File: src/rtl/way_rd_arb_pkg.sv
// -----------------------------------------------------------------------------
// way_rd_arb_pkg
// Shared types and helpers for the way-data read arbiter.
//   way_rd_arb_state_e : IDLE / READ / RESP sequencing of one way read.
//   onehot_from_idx    : binary way index -> one-hot vector, all-zeros when the
//                        index is outside the first n ways.
// -----------------------------------------------------------------------------
package way_rd_arb_pkg;

  typedef enum logic [1:0] {
    IDLE = 2'd0,
    READ = 2'd1,
    RESP = 2'd2
  } way_rd_arb_state_e;

  // The helper returns a fixed-width vector; callers size-cast it down to
  // their own way count.
  localparam int unsigned ONEHOT_MAX   = 256;
  localparam int          ONEHOT_IDX_W = 8;

  function automatic logic [ONEHOT_MAX-1:0] onehot_from_idx(
    input int unsigned idx,
    input int unsigned n
  );
    logic [ONEHOT_MAX-1:0] vec;
    vec = '0;
    if ((idx < n) && (idx < ONEHOT_MAX)) begin
      vec[idx[ONEHOT_IDX_W-1:0]] = 1'b1;
    end
    return vec;
  endfunction

endpackage

File: src/rtl/way_read_arbiter_rr_arbiter.sv
// -----------------------------------------------------------------------------
// rr_arbiter
// Purely combinational round-robin picker. Scans req starting at ptr and
// wrapping modulo NUM_REQ; the first set bit wins.
//   req   in  NUM_REQ  request vector
//   ptr   in  PTR_W    highest-priority requester index
//   grant out NUM_REQ  one-hot grant, zero when no request is set
// -----------------------------------------------------------------------------
module rr_arbiter #(
  parameter int NUM_REQ = 3,
  parameter int PTR_W   = (NUM_REQ > 1) ? $clog2(NUM_REQ) : 1
) (
  input  logic [NUM_REQ-1:0] req,
  input  logic [PTR_W-1:0]   ptr,
  output logic [NUM_REQ-1:0] grant
);

  logic found;

  // NOTE: every signal driven here gets a default before any conditional
  // assignment, so no path leaves it unassigned and no latch is inferred.
  always_comb begin
    grant = '0;
    found = 1'b0;
    for (int k = 0; k < NUM_REQ; k++) begin
      int idx;
      idx = (int'(ptr) + k) % NUM_REQ;
      if (!found && req[idx]) begin
        grant[idx] = 1'b1;
        found      = 1'b1;
      end
    end
  end

endmodule

File: src/rtl/way_read_arbiter.sv
// -----------------------------------------------------------------------------
// way_read_arbiter
// Shares the single way-data read port of the cache data array between
// NUM_REQ requesters. Round-robin accept over a valid/ready request channel,
// one cycle of one-hot target_way, captured data returned over a valid/ready
// response channel. One read in flight at a time (minimum 3 cycles per read).
//
// Ports:
//   clk, rst_n   clock, synchronous active-low reset
//   req_valid    in  NUM_REQ            per-requester read request
//   req_way      in  NUM_REQ*WAY_IDX_W  binary way index per requester
//   req_ready    out NUM_REQ            one-hot accept (IDLE only)
//   rsp_valid    out NUM_REQ            one-hot response valid
//   rsp_ready    in  NUM_REQ            per-requester response accept
//   rsp_data     out DATA_WIDTH         captured way data (shared)
//   rsp_err      out 1                  way index was >= NUM_WAYS
//   target_way   out NUM_WAYS           to WayDataReaderInterface targetWay
//   way_data     in  DATA_WIDTH         from WayDataReaderInterface dataOut
//
// Optional build macro WAY_RD_ARB_PERF_EN adds:
//   perf_stall_cnt out 32           saturating count of cycles with a
//                                   pending-but-not-accepted request
//   perf_grant_cnt out NUM_REQ*16   per-requester wrapping accept counters
// -----------------------------------------------------------------------------
module way_read_arbiter
  import way_rd_arb_pkg::*;
#(
  parameter int NUM_WAYS   = 4,
  parameter int DATA_WIDTH = 32,
  parameter int NUM_REQ    = 3,
  parameter int WAY_IDX_W  = (NUM_WAYS > 1) ? $clog2(NUM_WAYS) : 1
) (
  input  logic                          clk,
  input  logic                          rst_n,
  input  logic [NUM_REQ-1:0]            req_valid,
  input  logic [NUM_REQ*WAY_IDX_W-1:0]  req_way,
  output logic [NUM_REQ-1:0]            req_ready,
  output logic [NUM_REQ-1:0]            rsp_valid,
  input  logic [NUM_REQ-1:0]            rsp_ready,
  output logic [DATA_WIDTH-1:0]         rsp_data,
  output logic                          rsp_err,
  output logic [NUM_WAYS-1:0]           target_way,
  input  logic [DATA_WIDTH-1:0]         way_data
`ifdef WAY_RD_ARB_PERF_EN
  ,
  output logic [31:0]                   perf_stall_cnt,
  output logic [NUM_REQ*16-1:0]         perf_grant_cnt
`endif
);

  localparam int PTR_W = (NUM_REQ > 1) ? $clog2(NUM_REQ) : 1;

  way_rd_arb_state_e    state, stateNext;
  logic [PTR_W-1:0]     rrPtr;
  logic [PTR_W-1:0]     grantId;
  logic [PTR_W-1:0]     winId;
  logic [PTR_W-1:0]     ptrNext;
  logic [NUM_REQ-1:0]   arbGrant;
  logic [WAY_IDX_W-1:0] reqWaySel;
  logic [NUM_WAYS-1:0]  wayOneHot;
  logic                 errQ;
  logic                 accept;

  rr_arbiter #(
    .NUM_REQ (NUM_REQ),
    .PTR_W   (PTR_W)
  ) u_rr_arbiter (
    .req   (req_valid),
    .ptr   (rrPtr),
    .grant (arbGrant)
  );

  // Winner index and its way index, decoded from the one-hot grant.
  always_comb begin
    winId     = '0;
    reqWaySel = '0;
    for (int i = 0; i < NUM_REQ; i++) begin
      if (arbGrant[i]) begin
        winId     = PTR_W'(i);
        reqWaySel = req_way[i*WAY_IDX_W +: WAY_IDX_W];
      end
    end
  end

  // An out-of-range index yields an all-zero one-hot, which doubles as the
  // error flag.
  assign wayOneHot = NUM_WAYS'(onehot_from_idx(32'(reqWaySel), NUM_WAYS));

  // Rotate priority to the requester after the winner; wraps to 0, and stays
  // at 0 when there is a single requester.
  assign ptrNext = (winId == PTR_W'(NUM_REQ - 1)) ? '0 : winId + PTR_W'(1);

  assign accept = (state == IDLE) && (|req_valid);

  // Masked during reset so no requester sees a handshake that the next edge
  // will not honour.
  assign req_ready = ((state == IDLE) && rst_n) ? arbGrant : '0;

  // Next-state logic.
  always_comb begin
    stateNext = state;
    case (state)
      IDLE:    if (accept) stateNext = READ;
      READ:    stateNext = RESP;
      RESP:    if (rsp_ready[grantId]) stateNext = IDLE;
      default: stateNext = IDLE;
    endcase
  end

  // NOTE: reset is synchronous -- it is sampled on the clock edge like any
  // other input, so it sits inside the posedge-only sensitivity.
  always_ff @(posedge clk) begin
    if (!rst_n) begin
      state <= IDLE;
    end else begin
      state <= stateNext;
    end
  end

  // NOTE: sequential state uses non-blocking assignments so every register
  // samples pre-edge values regardless of statement order.
  always_ff @(posedge clk) begin
    if (!rst_n) begin
      target_way <= '0;
      rsp_valid  <= '0;
      rsp_data   <= '0;
      rsp_err    <= 1'b0;
      rrPtr      <= '0;
      grantId    <= '0;
      errQ       <= 1'b0;
    end else begin
      case (state)
        IDLE: begin
          if (accept) begin
            grantId    <= winId;
            rrPtr      <= ptrNext;
            target_way <= wayOneHot;
            errQ       <= ~|wayOneHot;
          end
        end
        READ: begin
          // target_way has been stable for this whole cycle; sample now.
          rsp_data   <= errQ ? '0 : way_data;
          rsp_err    <= errQ;
          rsp_valid  <= NUM_REQ'(1) << grantId;
          target_way <= '0;
        end
        RESP: begin
          if (rsp_ready[grantId]) begin
            rsp_valid <= '0;
          end
        end
        default: ;
      endcase
    end
  end

`ifdef WAY_RD_ARB_PERF_EN
  always_ff @(posedge clk) begin
    if (!rst_n) begin
      perf_stall_cnt <= '0;
      perf_grant_cnt <= '0;
    end else begin
      if ((|(req_valid & ~req_ready)) && (perf_stall_cnt != 32'hFFFF_FFFF)) begin
        perf_stall_cnt <= perf_stall_cnt + 32'd1;
      end
      if (accept) begin
        perf_grant_cnt[int'(winId)*16 +: 16] <= perf_grant_cnt[int'(winId)*16 +: 16] + 16'd1;
      end
    end
  end
`endif

endmodule

File: config.mk
export PLATFORM = sky130hd
export DESIGN_NAME = way_read_arbiter
export DESIGN_NICKNAME = d
export VERILOG_FILES = /design/src/rtl/way_rd_arb_pkg.sv /design/src/rtl/way_read_arbiter_rr_arbiter.sv /design/src/rtl/way_read_arbiter.sv
export SDC_FILE = /design/constraint.sdc
export NUM_CORES = 1
export LEC_CHECK = 0
export ABC_AREA = 1
export ABC_CLOCK_PERIOD_IN_PS = 2100
export BUFFER_PORTS_ARGS = -buffer_cell sky130_fd_sc_hd__buf_2
export CORE_MARGIN = 2
export CORE_UTILIZATION = 40
export DETAILED_ROUTE_END_ITERATION = 8
export PLACE_DENSITY = 0.69
export SYNTH_ARGS = -nofsm -noshare
export SYNTH_HDL_FRONTEND = slang
export SYNTH_SLANG_ARGS = --single-unit
File: constraint.sdc
create_clock -name clk -period 2.1 [get_ports clk]
set_input_delay 0.105 -clock clk [delete_from_list [all_inputs] [get_ports clk]]
set_output_delay 0.105 -clock clk [all_outputs]
set_load 0.05 [all_outputs]
---- Word level (Yosys, flattened, before mapping) ----
Cells that the tools add are included.
operators by class
  add/sub/neg operators ................... 3
  divide/modulo/power cells ............... 3
  magnitude comparators ................... 9
  eq/ne operators ......................... 5
  shift operators ......................... 1
  muxes and demuxes ....................... 39
  bitwise gates (word level) .............. 2
  reductions and logical operators ........ 20
operators with widths
  kind                                                                count
  greater-or-equal comparator 32 x 1 -> 1 bit, second input constant  3
  < comparator 32 x 4 -> 1 bit, second input constant                 3
  remainder unit 32 x 3 -> 32 bit, second input constant              2
  remainder unit 3 x 3 -> 32 bit, second input constant               1
  2-to-1 mux 32 bit                                                   1
  2-to-1 mux 3 bit                                                    5
  2-to-1 mux 1 bit                                                    14
  2-to-1 mux 2 bit                                                    7
  < comparator 2 x 9 -> 1 bit, second input constant                  1
  binary-select mux 1 bit (select 2 bit)                              4
  demux 1 bit (select 2 bit)                                          4
  logical AND 1 bit                                                   8
  case mux 4 bit (2 select lines)                                     1
  AND reduction 2 bit                                                 4
  OR 3 bit                                                            2
  case mux 2 bit (3 select lines)                                     1
  case mux 3 bit (2 select lines)                                     1
  equality test 2 bit, second input constant                          2
  2-to-1 mux 4 bit                                                    1
  != test 2 bit, second input constant                                2
  nonzero test 2 bit                                                  2
  OR reduction 4 bit                                                  1
  adder 2 x 1 -> 3 bit, second input constant                         1
  adder 2 x 2 -> 3 bit, second input constant                         1
  other kinds (8)                                                     10
storage, ports and cells
  flip-flop bits (word level) ............. 47
  logic and storage cells ................. 90

---- Depth between registers and ports, before layout ----
Gate-level depths: netlist of run 1.
  depth in word-level cells ............... 20
  gate-level depth with buffers ........... 15

---- By module ----
Synthesis of run 1 repeated with hierarchy kept, for this count alone.
second synthesis, totals
  cells, all modules ...................... 277
  area total of the unflattened synthesis .. 2040.7 um2
by module, submodules not included
  module            instances  cells an instance  area each (um2)  seq. area each (um2)
  way_read_arbiter  1          235                1808.0           920.9
  rr_arbiter        1          42                 232.7            0.0

---- Worst setup path before layout of run 1 ----
Ideal clock, no wire load.
  path kind ............................... reg-to-output
  start point ............................. register rrPtr[0]
  end point ............................... output port req_ready[0]
  arrival time ............................ 1.915 ns
  slack ................................... 0.080 ns
  stages on the path, launching flop included .. 11
  buffers on the path ..................... 0
  cell sequence ........................... dfxtp_1 > inv_1 > ha_1 > inv_2 > nand2_1 > nand3_1 > nand2_1 > nand3_1 > nor2_1 > nor2_1 > nor2_1
between the ends
  word-level cells in the longest chain between the ends .. 12
  elaborated cells between the ends (all ways) .. 41
  classes of those cells .................. add/sub (2); div (3); order compare (6); mux (21); bitwise (2); reduce/logical (7)
ends and longest elaborated chain
  what                                                                                      RTL line                           text
  start, declared                                                                           way_read_arbiter.sv:54             logic [PTR_W-1:0] rrPtr;
  start signal, assigned                                                                    way_read_arbiter.sv:136            rrPtr <= ptrNext;
  parallel branches: the longest is 10 deep, another holds remainder unit 32 x 3 -> 32 bit  -
  2-to-1 mux 3 bit *                                                                        way_read_arbiter_rr_arbiter.sv:28  if (!found && req[idx]) begin
  2-to-1 mux 3 bit *                                                                        way_read_arbiter.sv:97             assign req_ready = ((state == IDLE) && rst_n) ? arbGrant : '0;
  end, declared                                                                             way_read_arbiter.sv:37             output logic [NUM_REQ-1:0] req_ready,
Mark *: on every way between the ends. The select of a mux whose other input is x is not followed.

---- Worst setup path after layout of run 1 ----
  start point ............................. register rrPtr[0]
  end point ............................... output port req_ready[1]
Same word-level chain as after synthesis.

==> flow_metrics.py, run 1 <==
metrics = {
    "synthesis": {
        "synth_top_cells_by_area": "dfxtp_1 45%, nand2_1 11%, nor2_1 8.3%",
        "yosys.area.top_type": "dfxtp_1",
        "seq_area_frac_synth_pct": 45.4,
        "synth_seq_cells": 46,
        "synthFlopType": "dfxtp_1",
        "synth-edff-count": 0,
        "synthCells": 276,
        "syn_avg_cell_area_sq_um": 7.34,
        "syn_area_sq_um": 2030,
        "yosysMostFrequentCell": "nand2_1",
        "async_flop_share_pct": 0,
        "synth_commonest_cells": "61 x nand2_1, 46 x dfxtp_1, 45 x nor2_1",
        "yosys.cell_types.count": 22,
        "yosys_warnings": 0,
        "syn_nets": 326,
        "yosys.area.top_type_share_pct": 45.4,
    },
    "job": {
        "max-cap-violations": 0,
    },
    "finish": {
        "finish.utilization_pct": 57.6,
        "diodes": 0,
        "nNetsFinal": 418,
        "fin_area_sq_um": 2780,
        "syn_to_final_growth_pct": 37.0,
        "layout-drive-gt1-share_pct": 35.8,
    },
    "global_route": {
        "grt_pass1_wl_um": 7510,
        "grt.overflow.total": 0,
        "grt.total_usage_pct": 16.8,
        "antenna_found_initial": 0,
        "grt_max_degree": 42,
        "grt_pass1_vias": 1778,
    },
    "floorplanning": {
        "core_sq_um": 4820,
        "die_width_um": 75.2,
        "start_util_pct": 42.1,
        "die_y_um": 75.2,
        "pin_count": 89,
        "rows": 25,
        "die-area_sq_um": 5650,
    },
    "clock_tree": {
        "clk_path_buf_depth": 2,
        "cts_root_buffer": "clkbuf_8",
        "cts.sinks": 46,
        "insertion_delay_ns": 0.30,
        "hold_buffers": 0,
        "cts_inserted_buffers": 5,
        "h-tree-depth": 2,
        "cts_tree": "yes",
        "clk_pin_slew_ns": 0.10,
    },
    "timing": {
        "whs_ns": 0.0363,
        "finClkSkew_ns": 0.0164,
        "period_needed_ns": 1.99,
        "setup_tns_ns": 0,
        "finalSetupViolCount": 0,
        "hold_viol": 0,
        "final_max_slew_viol_count": 0,
        "relSlewSlack_pct": 69.5,
        "clock.fmax_ghz": 0.502,
        "worst_slew_pin_slew_ns": 0.457,
        "post-route-period-util_pct": 94.8,
    },
    "pwr": {
        "total_power_mw": 3.36,
        "p_per_area_nw_per_um2": 1210,
        "p_leak_nw": 1.38,
        "ir_worst_vdd_uv": 884,
    },
    "routing": {
        "antenna_left": 0,
        "route.detailed.drc": 0,
        "routed_via_density": 4.76,
        "vias": 2074,
        "routed_wl_um": 4940,
        "wire_per_inst_um": 11.3,
        "drtIter0Drc": 85,
        "drt-pass1-iter-count": 4,
    },
    "worst_setup_path": {
        "critPathArrivalTime_ns": 1.89,
        "startpoint_type": "flop",
        "crit_path_end_kind": "output port",
        "rrSetupSlack_ns": 0.18,
        "path_max_fanout": 7,
        "path_class": "flop to output port",
        "cp.required_ns": 2.00,
    },
    "placed_design": {
        "placed_area_sq_um": 2560,
        "io_buffers": 88,
        "gp_congestion": 0.843,
        "hpwl_um": 3610,
    },
    "run_status": {
        "status": "complete, no violations",
    },
    "min_path": {
        "min_path_type": "input pin to flop",
    },
}
-- sequential cells by signal, summed over array words and instances (netlist names) --
signal and cells:
errQ 1, grantId 2, state 2, rsp_err 1, rsp_data 32, rsp_valid 3, target_way 4, rrPtr 1
-- critical path: stages (launching register included) --
cell and delay [ns]:
dfxtp_2 0.35, inv_2 0.07, ha_4 0.31, inv_2 0.06
nand2_1 0.07, nand3_2 0.06, nand2_2 0.09, nand3_2 0.10
nor2_2 0.12, nor2_1 0.06, nor2_1 0.14, buf_6 0.18
-- layout make-up --
type                            instances  area [sq um]
Multi-Input combinational cell        194          1040
Timing Repair Buffer                   96           515
Fill cell                             471          2040
Clock buffer                            5          68.8
Inverter                               25          93.8
Clock inverter                          3          43.8
Tap cell                               67          83.8
Sequential cell                        46           926
-- layer usage --
metal | wire [um] | track usage, % | part of all wire (%)
met2 | 2400 | 29.3 | 49
met3 | 227 | 3.75 | 4.6
met4 | 29 | 4.68 | 0.59
met1 | 2270 | 21.0 | 46
met5 | 0 | 0 | 0
-- worst paths after layout --
kind                           start                    endpoint  depth (start not counted)
max            rrPtr[0]$_SDFFE_PN0P_                req_ready[1]                         11
min                     way_data[31]   rsp_data[31]$_SDFFE_PN0P_                          3
max reg2reg  grantId[0]$_SDFFE_PN0P_  target_way[3]$_SDFFE_PN0P_                         12
min reg2reg        errQ$_SDFFE_PN0P_           errQ$_SDFFE_PN0P_                          2
-- cells by family (layout without fill, tap and decap cells) --
family,Yosys count,in the layout,share of synthesized area [%]
AO/OA/AOI/OAI,50,50,15.6
adder cells (fa/ha/maj),4,4,2.47
buffers and inverters,36,129,6.73
flip-flops,46,46,45.4
AND/OR/NAND/NOR,140,140,29.8
-- what timing repair did --
item / CTS / global route
pin swaps: 0 / 4
endpoints found under the setup margin: 3 / 7
hold endpoints to repair: 0 / 0
resized for setup: 7 / 19
buffers inserted: 0 / 2
-- placed cells by master (no fill, tap or decap), types with 2 or more instances in the layout --
cell       n
nor2_2     5
buf_2     85
nand3_2    3
buf_4      9
a22oi_1   22
inv_1     18
nor2_4     2
nand3_1   20
buf_6      2
o21ai_0    4
nand3b_1   2
nor2_1    40
dfxtp_1   44
inv_2      6
nor3_1     2
nand2_2    3
clkbuf_8   5
a21oi_1   23
nand2_1   60
ha_4       3
-- report_power, final --
group          leakage [nW]  internal (mW)  total, mW  switching [mW]
Combinational         0.947          0.531       1.65            1.12
Clock                0.0585          0.357      0.657           0.300
Sequential            0.377          0.990       1.06          0.0700
-- stage by stage --
step                      std cells  setup WS (ns)
final                           436          0.110
after global routing            436        -0.0151
after CTS                       434         0.0225
after detailed placement        426         0.0740
after global placement          426          0.138
after floorplan                 276         0.0805
Power figures use the tool's default switching activity.
==> run 2, diff against run 1 <==
--- a/config.mk
+++ b/config.mk
@@ -6,12 +6,12 @@
 export NUM_CORES = 1
 export LEC_CHECK = 0
 export ABC_AREA = 1
-export ABC_CLOCK_PERIOD_IN_PS = 2100
+export ABC_CLOCK_PERIOD_IN_PS = 1800
 export BUFFER_PORTS_ARGS = -buffer_cell sky130_fd_sc_hd__buf_2
 export CORE_MARGIN = 2
 export CORE_UTILIZATION = 40
 export DETAILED_ROUTE_END_ITERATION = 8
-export PLACE_DENSITY = 0.69
+export PLACE_DENSITY = 0.72
 export SYNTH_ARGS = -nofsm -noshare
 export SYNTH_HDL_FRONTEND = slang
 export SYNTH_SLANG_ARGS = --single-unit
==> constraint.sdc (replaced) <==
create_clock -name clk -period 1.8 [get_ports clk]
set_input_delay 0.09 -clock clk [delete_from_list [all_inputs] [get_ports clk]]
set_output_delay 0.09 -clock clk [all_outputs]
set_load 0.05 [all_outputs]
==> run 2 against run 1 <==
Clock-buffer cell count is 1 higher. Hold slack got worse by 0.0067 ns. Die area is the same. Via count rose by 3.2%. Utilization rose by 4.3 points. Flip-flop and latch count stayed put. Global-route usage is 1.6 points higher. Combinational power rose by 50%. Total power grew 28%. The flow now finishes with violations (setup timing).
==> flow_metrics.py, run 2 (same netlist as run 1, synthesis figures left out) <==
metrics = {
    "job": {
        "max-cap-violations": 0,
    },
    "timing": {
        "relSlewSlack_pct": 71.0,
        "clock.fmax_ghz": 0.504,
        "setup_tns_ns": -0.986,
        "worst_slew_pin_slew_ns": 0.434,
        "period_needed_ns": 1.99,
        "rsz0062_at_grt": "yes",
        "final_max_slew_viol_count": 0,
        "post-route-period-util_pct": 110,
        "finClkSkew_ns": 0.00634,
        "fin_ws_ns": -0.185,
        "hold_viol": 0,
        "finalSetupViolCount": 7,
        "whs_ns": 0.0296,
    },
    "pwr": {
        "ir_worst_vdd_uv": 715,
        "p_leak_nw": 1.46,
        "total_power_mw": 4.32,
        "p_per_area_nw_per_um2": 1450,
    },
    "floorplanning": {
        "rows": 25,
        "die_width_um": 75.2,
        "pin_count": 89,
        "die-area_sq_um": 5650,
        "start_util_pct": 42.1,
        "die_y_um": 75.2,
        "core_sq_um": 4820,
    },
    "clock_tree": {
        "insertion_delay_ns": 0.29,
        "h-tree-depth": 2,
        "cts_tree": "yes",
        "cts_root_buffer": "clkbuf_8",
        "clk_path_buf_depth": 2,
        "cts.sinks": 46,
        "clk_pin_slew_ns": 0.08,
        "cts_inserted_buffers": 5,
    },
    "global_route": {
        "grt.total_usage_pct": 18.4,
        "grt_pass1_wl_um": 8160,
        "grt_pass1_vias": 1920,
        "grt.overflow.total": 0,
        "grt_max_degree": 42,
        "antenna_found_initial": 0,
    },
    "routing": {
        "drt-pass1-iter-count": 4,
        "vias": 2141,
        "wire_per_inst_um": 11.6,
        "routed_wl_um": 5230,
        "routed_via_density": 4.76,
        "antenna_left": 0,
        "drtIter0Drc": 73,
        "route.detailed.drc": 0,
    },
    "worst_setup_path": {
        "cp_num_cells": 12,
        "path_max_fanout": 6,
        "path_class": "flop to output port",
        "reg2reg_from": "rrPtr[0]$_SDFFE_PN0P_",
        "r2r_cells": 12,
        "cp_num_buf_inv": 4,
        "cpPeakStageDelay_ns": 0.38,
        "critical-path-top-delay-family": "simple AND/OR/NAND/NOR gates",
        "crit_path_cell_trace": "inv_4 > ha_4 > inv_4 > nand2_2 > nand3_2 > nand2_4 > nand3_4 > nor2_2 > nor2_2 > buf_4 > nor2_4 > buf_8",
        "crit_path_end_kind": "output port",
        "worstSetupStartpoint": "rrPtr[0]$_SDFFE_PN0P_",
        "critPathArrivalTime_ns": 1.90,
        "crit_slowest_cell": "dfxtp_4",
        "cp.required_ns": 1.71,
        "startpoint_type": "flop",
    },
    "run_status": {
        "violations": "setup timing",
        "status": "complete, but fails checks",
    },
    "min_path": {
        "hold_depth": 3,
        "hp-start": "way_data[23]",
        "min_path_type": "input pin to flop",
    },
    "finish": {
        "finish.utilization_pct": 62.0,
        "fin_area_sq_um": 2990,
        "reg_top3": "rsp_data (32), target_way (4), rsp_valid (3)",
        "nNetsFinal": 432,
        "num-fill-cells": 446,
        "largest_register_ffs": 32,
        "final_common_cell": "buf_2",
        "diodes": 0,
        "final_cell_mix": "85 x buf_2, 51 x nand2_1, 44 x dfxtp_1",
        "layout-drive-gt1-share_pct": 44.4,
        "top_register": "rsp_data",
        "regArea_sq_um": 928,
        "syn_to_final_growth_pct": 47.3,
        "multiInputGateArea_sq_um": 1150,
    },
    "placed_design": {
        "gp_congestion": 0.937,
        "placed_area_sq_um": 2670,
        "hpwl_um": 3690,
        "io_buffers": 88,
    },
}
-- run 2: cell types whose count changed in the layout (fill, tap and decap cells not counted), moves of 5 or more --
| cell | change |
|---|---|
| nand2_1 | -9 |
| nand2_2 | +7 |
| nand3_2 | +7 |
| buf_4 | +13 |
| nand3_1 | -8 |
| nor2_1 | -5 |
-- run 2: layout make-up --
cell class	instances	area share (%)
Clock buffer	6	2.43
Timing Repair Buffer	110	21.2
Sequential cell	46	31.1
Clock inverter	2	0.461
Inverter	25	3.39
Multi-Input combinational cell	194	38.6
Tap cell	67	2.81
-- run 2: worst reg2reg max path: stages, from the launching register on --
cell and delay (ns):
dfxtp_4 0.38, inv_4 0.05, ha_4 0.27, o21ai_1 0.23, nand2_4 0.10, nand3b_1 0.15, inv_2 0.06, nor2_4 0.14
or2_1 0.16, nand2_1 0.07, nor2_2 0.09, nand3_1 0.11, a21oi_2 0.12
-- run 2: metal layers --
metal / vias up / track usage, % / part of all wire (%)
met1: 961 / 22.9 / 44
li1: 1116 / - / -
met3: 7 / 5.35 / 5.6
met5: - / 0 / 0
met4: 0 / 4.68 / 0.92
met2: 57 / 31.4 / 50
-- run 2: path summary, 6_finish.rpt --
path                                      to  slack [ns]
hold reg to reg            errQ$_SDFFE_PN0P_        0.46
hold / removal     rsp_data[23]$_SDFFE_PN0P_        0.03
setup / recovery                req_ready[0]       -0.19
setup reg to reg  target_way[2]$_SDFFE_PN0P_       -0.17
-- run 2: stage by stage --
stage,worst slack (ns),instances
after floorplan,0.0411,276
after global routing,-0.305,450
after CTS,-0.188,449
after detailed placement,-0.160,438
after global placement,-0.102,438
final,-0.185,450
-- run 2: repair_timing --
item	4_1_cts	5_1_grt
setup buffers	3	1
pin swaps	9	15
gates cloned	0	0
resized for setup	26	33
hold buffers	0	0
setup endpoints to repair	9	9
-- run 2: where the power goes --
| group | switching [mW] | total, mW | internal [mW] | leakage (nW) |
|---|---|---|---|---|
| sequential | 0.0834 | 1.24 | 1.16 | 0.377 |
| combinational | 1.55 | 2.48 | 0.928 | 1.04 |
| clock | 0.326 | 0.600 | 0.274 | 0.0452 |
| total | 1.96 | 4.32 | 2.36 | 1.46 |
